## src/rtl/pc_sequencer_if.sv

```systemverilog
// Sequencer <-> memory/extender/ALU bundle. The master modport is the
// sequencer; the slave side is the memory port, extender and ALU flag.
interface pc_sequencer_if;
  logic        imem_req;
  logic [15:0] imem_addr;
  logic        imem_ack;
  logic [15:0] imem_rdata;
  logic        cond_z;
  logic [3:0]  ext_tb;
  logic [7:0]  ext_tc;
  logic [11:0] ext_td;
  logic [1:0]  ext_sel;
  logic        ext_sz;
  logic [15:0] imm;
  logic [15:0] ir;
  logic        alu_en;
  logic        halted;

  modport master (
    output imem_req, imem_addr, ext_tb, ext_tc, ext_td, ext_sel, ext_sz,
           ir, alu_en, halted,
    input  imem_ack, imem_rdata, cond_z, imm
  );

  modport slave (
    input  imem_req, imem_addr, ext_tb, ext_tc, ext_td, ext_sel, ext_sz,
           ir, alu_en, halted,
    output imem_ack, imem_rdata, cond_z, imm
  );
endinterface

```

## src/rtl/pc_sequencer.sv

```systemverilog
// Fetch/decode/execute controller: 3 cycles per instruction plus ack wait cycles;
// fetch request is held until imem_ack, HALT is absorbing until reset.
module pc_sequencer #(
  parameter logic [15:0] RESET_PC = 16'h0000,
  parameter logic [3:0]  HALT_OP  = 4'hF
) (
  input logic            i_clk,
  input logic            i_rst_n,
  pc_sequencer_if.master bus
);

  typedef enum logic [1:0] {S_FETCH, S_DECODE, S_EXEC, S_HALT} state_t;

  state_t      r_state;
  logic [15:0] r_pc;
  logic [15:0] r_ir;
  logic        r_imem_req;
  logic        r_alu_en;
  logic        r_halted;

  logic [3:0]  w_op;
  logic        w_is_halt;
  logic        w_is_alu;
  logic        w_is_beq;
  logic        w_is_bne;
  logic        w_is_jmp;
  logic        w_taken;
  logic [15:0] w_pc_inc;
  logic [15:0] w_pc_next;
  logic [1:0]  w_ext_sel;
  logic        w_ext_sz;

  // HALT_OP is checked first so a parameter override may alias any opcode.
  assign w_op      = r_ir[15:12];
  assign w_is_halt = (w_op == HALT_OP);
  assign w_is_alu  = !w_is_halt && !w_op[3];
  assign w_is_beq  = !w_is_halt && (w_op == 4'h8);
  assign w_is_bne  = !w_is_halt && (w_op == 4'h9);
  assign w_is_jmp  = !w_is_halt && (w_op == 4'hA);

  always_comb begin
    w_ext_sel = 2'b00;
    w_ext_sz  = 1'b0;
    if (w_is_beq || w_is_bne) begin
      w_ext_sel = 2'b01;
      w_ext_sz  = 1'b1;
    end else if (w_is_jmp) begin
      w_ext_sel = 2'b10;
    end
  end

  assign w_taken   = (w_is_beq && bus.cond_z) || (w_is_bne && !bus.cond_z);
  assign w_pc_inc  = r_pc + 16'd1;
  assign w_pc_next = w_is_jmp  ? bus.imm :
                     w_taken   ? w_pc_inc + bus.imm :
                     w_is_halt ? r_pc : w_pc_inc;

  always_ff @(posedge i_clk or negedge i_rst_n) begin
    if (!i_rst_n) begin
      r_state    <= S_FETCH;
      r_pc       <= RESET_PC;
      r_ir       <= 16'h0000;
      r_imem_req <= 1'b0;
      r_alu_en   <= 1'b0;
      r_halted   <= 1'b0;
    end else begin
      case (r_state)
        S_FETCH: begin
          // Ack only counts once the request is visible on the port.
          if (r_imem_req && bus.imem_ack) begin
            r_ir       <= bus.imem_rdata;
            r_imem_req <= 1'b0;
            r_state    <= S_DECODE;
          end else begin
            r_imem_req <= 1'b1;
          end
        end
        S_DECODE: begin
          r_alu_en <= w_is_alu;
          r_state  <= S_EXEC;
        end
        S_EXEC: begin
          r_alu_en <= 1'b0;
          r_pc     <= w_pc_next;
          if (w_is_halt) begin
            r_state    <= S_HALT;
            r_halted   <= 1'b1;
            r_imem_req <= 1'b0;
          end else begin
            r_state    <= S_FETCH;
            r_imem_req <= 1'b1;
          end
        end
        S_HALT: begin
          r_imem_req <= 1'b0;
          r_alu_en   <= 1'b0;
          r_halted   <= 1'b1;
        end
        default: begin
          r_state    <= S_FETCH;
          r_imem_req <= 1'b0;
          r_alu_en   <= 1'b0;
        end
      endcase
    end
  end

  assign bus.imem_req  = r_imem_req;
  assign bus.imem_addr = r_pc;
  assign bus.ir        = r_ir;
  assign bus.ext_tb    = r_ir[3:0];
  assign bus.ext_tc    = r_ir[7:0];
  assign bus.ext_td    = r_ir[11:0];
  assign bus.ext_sel   = w_ext_sel;
  assign bus.ext_sz    = w_ext_sz;
  assign bus.alu_en    = r_alu_en;
  assign bus.halted    = r_halted;

endmodule

```

## src/flat_wrapper.sv

```systemverilog
// flat-port wrapper written by rule: the top's interface ports become plain ports
module pc_sequencer_flat 
#(
  parameter logic [15:0] RESET_PC = 16'h0000,
  parameter logic [3:0]  HALT_OP  = 4'hF
)
  (i_clk, i_rst_n, bus_imem_req, bus_imem_addr, bus_ext_tb, bus_ext_tc, bus_ext_td, bus_ext_sel, bus_ext_sz, bus_ir, bus_alu_en, bus_halted, bus_imem_ack, bus_imem_rdata, bus_cond_z, bus_imm);
  pc_sequencer_if bus_i ();
  input logic i_clk;
  input logic i_rst_n;
  output wire logic [$bits(bus_i.imem_req)-1:0] bus_imem_req;
  output wire logic [$bits(bus_i.imem_addr)-1:0] bus_imem_addr;
  output wire logic [$bits(bus_i.ext_tb)-1:0] bus_ext_tb;
  output wire logic [$bits(bus_i.ext_tc)-1:0] bus_ext_tc;
  output wire logic [$bits(bus_i.ext_td)-1:0] bus_ext_td;
  output wire logic [$bits(bus_i.ext_sel)-1:0] bus_ext_sel;
  output wire logic [$bits(bus_i.ext_sz)-1:0] bus_ext_sz;
  output wire logic [$bits(bus_i.ir)-1:0] bus_ir;
  output wire logic [$bits(bus_i.alu_en)-1:0] bus_alu_en;
  output wire logic [$bits(bus_i.halted)-1:0] bus_halted;
  input wire logic [$bits(bus_i.imem_ack)-1:0] bus_imem_ack;
  input wire logic [$bits(bus_i.imem_rdata)-1:0] bus_imem_rdata;
  input wire logic [$bits(bus_i.cond_z)-1:0] bus_cond_z;
  input wire logic [$bits(bus_i.imm)-1:0] bus_imm;
  assign bus_imem_req = bus_i.imem_req;
  assign bus_imem_addr = bus_i.imem_addr;
  assign bus_ext_tb = bus_i.ext_tb;
  assign bus_ext_tc = bus_i.ext_tc;
  assign bus_ext_td = bus_i.ext_td;
  assign bus_ext_sel = bus_i.ext_sel;
  assign bus_ext_sz = bus_i.ext_sz;
  assign bus_ir = bus_i.ir;
  assign bus_alu_en = bus_i.alu_en;
  assign bus_halted = bus_i.halted;
  assign bus_i.imem_ack = bus_imem_ack;
  assign bus_i.imem_rdata = bus_imem_rdata;
  assign bus_i.cond_z = bus_cond_z;
  assign bus_i.imm = bus_imm;
  pc_sequencer #(.RESET_PC(RESET_PC), .HALT_OP(HALT_OP)) u_core (.i_clk(i_clk), .i_rst_n(i_rst_n), .bus(bus_i));
endmodule
```

## config.mk

```make
export PLATFORM = sky130hd
export DESIGN_NAME = pc_sequencer_flat
export DESIGN_NICKNAME = d
export VERILOG_FILES = /design/src/rtl/pc_sequencer_if.sv /design/src/rtl/pc_sequencer.sv /design/src/flat_wrapper.sv
export SDC_FILE = /design/constraint.sdc
export NUM_CORES = 1
export LEC_CHECK = 0
export ABC_AREA = 0
export CORE_MARGIN = 2
export CORE_UTILIZATION = 25
export CTS_CLUSTER_DIAMETER = 30
export CTS_CLUSTER_SIZE = 28
export DETAILED_ROUTE_END_ITERATION = 8
export GPL_ROUTABILITY_DRIVEN = 0
export PLACE_DENSITY = 0.52
export REMOVE_ABC_BUFFERS = 1
export SETUP_SLACK_MARGIN = 0.15
export SLEW_MARGIN = 20
export SYNTH_ARGS = -nofsm -noshare
export SYNTH_HDL_FRONTEND = slang
export SYNTH_SLANG_ARGS = --single-unit
```

## constraint.sdc

```tcl
create_clock -name i_clk -period 2.7 [get_ports i_clk]
set_clock_uncertainty 0.1 [all_clocks]
set_input_delay 0.675 -clock i_clk [delete_from_list [all_inputs] [get_ports i_clk]]
set_output_delay 0.675 -clock i_clk [all_outputs]
set_load 0.01 [all_outputs]
```

==> metrics.cfg, run 1 <==
[status]
outcome = finished with violations
failed_checks = setup timing

[floorplan]
ios = 98
start_util = 0.256
core_area_um2 = 12000
fp.dieH_um = 115
rows = 40
dieArea_um2 = 13200
fp.dieW_um = 115

[cells_and_area]
fill_cells = 1139
nets = 564
syn2layout_area_growth_pct = 75.4
final_core_util = 0.449
final_common_cell = clkdlybuf4s50_1
stdcell_count = 651
drive_above_1_share = 0.367
mostFrequentLayoutCells = clkdlybuf4s50_1, buf_4, dfrtp_1, nand2_1
n_antenna_cell = 0

[synth]
synth_compound_area_frac = 0.203
syn_area_um2 = 3060
syn_avg_cell_area_um2 = 8.83
post_synth_num_cell_types = 55
synthCells = 347
seq_area_frac_synth = 0.302
synthXorXnorAreaFrac = 0.0715
async_reset_ff_frac = 1.00
synth_seq_cells = 37
synth_top_family_by_area = compound AO/OA/AOI/OAI gates
synth.area.mux_share = 0.0694
ys.warnings.count = 0
synth_adder_area_share = 0.105
post_synth_and_or_nand_nor_area_fraction = 0.164
synth_edf_count = 0
synth_ff_type = dfrtp_1

[worst_setup_path]
critical_path_class = reg -> reg
cp_cell_sequence = ha_2, and4_4, buf_6, nand2_4, xnor2_4, ha_4, nand2_4, nor4_4, nor2_4, o211ai_1, mux2_4, a21oi_2
crit_fanout = 5
arrival_ns = 2.93
cp_common_cell = nand2_4
end_kind = register
cpPeakStageDelay_ns = 0.39
crit_slowest_cell = dfrtp_1
critPathLaunchType = register
required_ns = 2.81

[timing]
finalCriticalPeriod_ns = 2.82
hold_slack_ns = 0.386
worst_pin_slew_ns = 0.927
finalCritPeriodShare = 1.04
hold_viol = 0
max_freq_ghz = 0.355
setup_ws_ns = -0.119
setup_violations = 6
grt_setup_unrepaired = yes
slew_headroom = 0.382
slew_violations = 0

[grt]
met1_usage = 0.204
grt_max_degree = 38
grt_pass1_vias = 3335
top_usage_layer = met2
grt_usage = 0.158
antenna_found_initial = 0
grt_util_met2 = 0.272
grt_pass1_wl_um = 16500
grt-ovfl-total = 0
grt_use_met3 = 0.0339

[route]
wirelength_um = 10600
vias_per_cell = 4.94
num_vias = 3215
wl_per_cell_um = 16.2
drt_iter0_drc = 124
drcViolationCount = 0
dr.pass1.iters = 4
ant_nets = 0

[job]
maxCapViolCount = 0

[cts]
path_clk_slew_ns = 0.06
clock_latency_ns = 0.28
clock_path_buffers = 2
cts_root_buffer = clkbuf_16
tritoncts.num_buffers = 5
cts_num_sinks = 37
htree_levels = 2
tritoncts = done

[placed_design]
hpwlAfterDp_um = 7750
port_buffers = 97
dp_cells = 632

[power]
ir_worst_vdd_uv = 540
powerDensity_nw_per_um2 = 1280
power.leakage_nw = 2.22
total_power_w = 0.00688

[worst_hold_path]
hold_class = reg -> reg

-- what timing repair did --
action,in CTS,in global routing
setup endpoints to repair,11,14
gates cloned,0,0
resized for setup,30,76
pin swaps,16,50
buffers inserted,3,8
hold buffers,0,0
-- registers in the layout, indices dropped and copies added, names as in the netlist --
signal,flops
u_core.bus.alu_en,1
u_core.bus.halted,1
u_core.bus.imem_addr,16
u_core.bus.imem_req,1
u_core.bus.ir,16
u_core.r_state,2
-- where the power goes --
group | switching [W] | internal (W)
Clock | 0.000257 | 0.000533
Sequential | 0.000314 | 0.000830
Combinational | 0.00222 | 0.00273
-- cells in the mapped netlist, types with 2 or more instances --
| library cell | count | area share |
|---|---|---|
| o22ai_1 | 8 | 0.016 |
| or3_1 | 2 | 0.0041 |
| nand3_1 | 14 | 0.023 |
| o21ai_0 | 23 | 0.038 |
| a211oi_1 | 2 | 0.0049 |
| o31ai_1 | 2 | 0.0049 |
| a21oi_1 | 25 | 0.041 |
| nor4_1 | 2 | 0.0041 |
| xnor2_1 | 15 | 0.043 |
| a21o_1 | 3 | 0.0074 |
| o211ai_1 | 6 | 0.015 |
| a41oi_1 | 2 | 0.0057 |
| a31oi_1 | 4 | 0.0082 |
| clkbuf_1 | 8 | 0.0098 |
| xor2_1 | 10 | 0.029 |
| and4_1 | 3 | 0.0086 |
| nand4_1 | 8 | 0.016 |
| nand2b_1 | 2 | 0.0041 |
| nand2_1 | 33 | 0.040 |
| mux2_2 | 18 | 0.066 |
| nor3_1 | 8 | 0.013 |
| a211oi_2 | 2 | 0.0082 |
| buf_4 | 26 | 0.064 |
| ha_1 | 24 | 0.098 |
| dfrtp_1 | 37 | 0.30 |
| nor2_1 | 18 | 0.022 |
| and3_1 | 2 | 0.0041 |
| and2_1 | 5 | 0.010 |
| inv_1 | 7 | 0.0086 |
| o21a_1 | 3 | 0.0074 |
-- stage by stage --
step	TNS [ns]	instance area (um^2)	setup slack, ns
global placement	-3.10	4550	-0.357
global route	-1.49	5370	-0.246
floorplan	-0.347	2830	-0.172
finish	-0.395	5370	-0.119
CTS	-0.652	4890	-0.100
detailed placement	-3.59	4550	-0.375
-- layout make-up --
class,count,area (um^2),area share
Clock buffer,5,125,0.0233
Inverter,8,30.0,0.00559
Timing Repair Buffer,184,1670,0.310
Tap cell,147,184,0.0342
Sequential cell,37,926,0.172
Clock inverter,3,68.8,0.0128
Multi-Input combinational cell,267,2370,0.441
-- final timing paths --
path | from | slack [ns] | cells past startpoint | end
setup reg to reg | u_core.bus.imem_addr[0] | -0.12 | 12 | u_core.bus.imem_addr[13]
min in group asynchronous | i_rst_n | 0.43 | 1 | u_core.bus.ir[11]
setup / recovery | u_core.bus.imem_addr[0] | -0.12 | 12 | u_core.bus.imem_addr[13]
max in group asynchronous | i_rst_n | 1.49 | 1 | u_core.bus.imem_addr[2]
hold / removal | u_core.bus.halted | 0.39 | 2 | u_core.bus.halted
hold reg to reg | u_core.bus.halted | 0.39 | 2 | u_core.bus.halted
-- cells by family (layout without fill, tap and decap cells) --
logic type	after synthesis	after routing
flops	37	37
simple gates	102	102
mux	19	19
compound gates	96	96
fa+ha+maj	25	25
xor+xnor	25	25
buf+inv	43	200
-- critical path: cells and delay by family (launching register included) --
family	cells	cell delay, ns
xor+xnor	1	0.14
buf+inv	1	0.13
simple gates	5	0.76
compound gates	2	0.38
fa+ha+maj	2	0.49
flops	1	0.39
mux	1	0.33
-- routing by layer --
metal  share of wire  vias to the layer above
li1                -                     1561
met2            0.49                       98
met1            0.45                     1552
met4          0.0058                        0
met5               0                        -
met3           0.062                        4
Note: power is estimated with default switching activity, not from simulation.
==> inputs of run 2 (changes only) <==
--- a/config.mk
+++ b/config.mk
@@ -6,6 +6,7 @@
 export NUM_CORES = 1
 export LEC_CHECK = 0
 export ABC_AREA = 0
+export CAP_MARGIN = 25
 export CORE_MARGIN = 2
 export CORE_UTILIZATION = 25
 export CTS_CLUSTER_DIAMETER = 30
@@ -19,3 +20,4 @@
 export SYNTH_ARGS = -nofsm -noshare
 export SYNTH_HDL_FRONTEND = slang
 export SYNTH_SLANG_ARGS = --single-unit
+export TNS_END_PERCENT = 100
==> results of run 2 <==
Final layout, timing and power as in run 1 (identical DEF).
==> inputs of run 3 (changes only) <==
--- a/config.mk
+++ b/config.mk
@@ -16,7 +16,7 @@
 export PLACE_DENSITY = 0.52
 export REMOVE_ABC_BUFFERS = 1
 export SETUP_SLACK_MARGIN = 0.15
-export SLEW_MARGIN = 20
+export SLEW_MARGIN = 0
 export SYNTH_ARGS = -nofsm -noshare
 export SYNTH_HDL_FRONTEND = slang
 export SYNTH_SLANG_ARGS = --single-unit
==> results of run 3 <==
Final layout, timing and power as in run 1 (identical DEF).
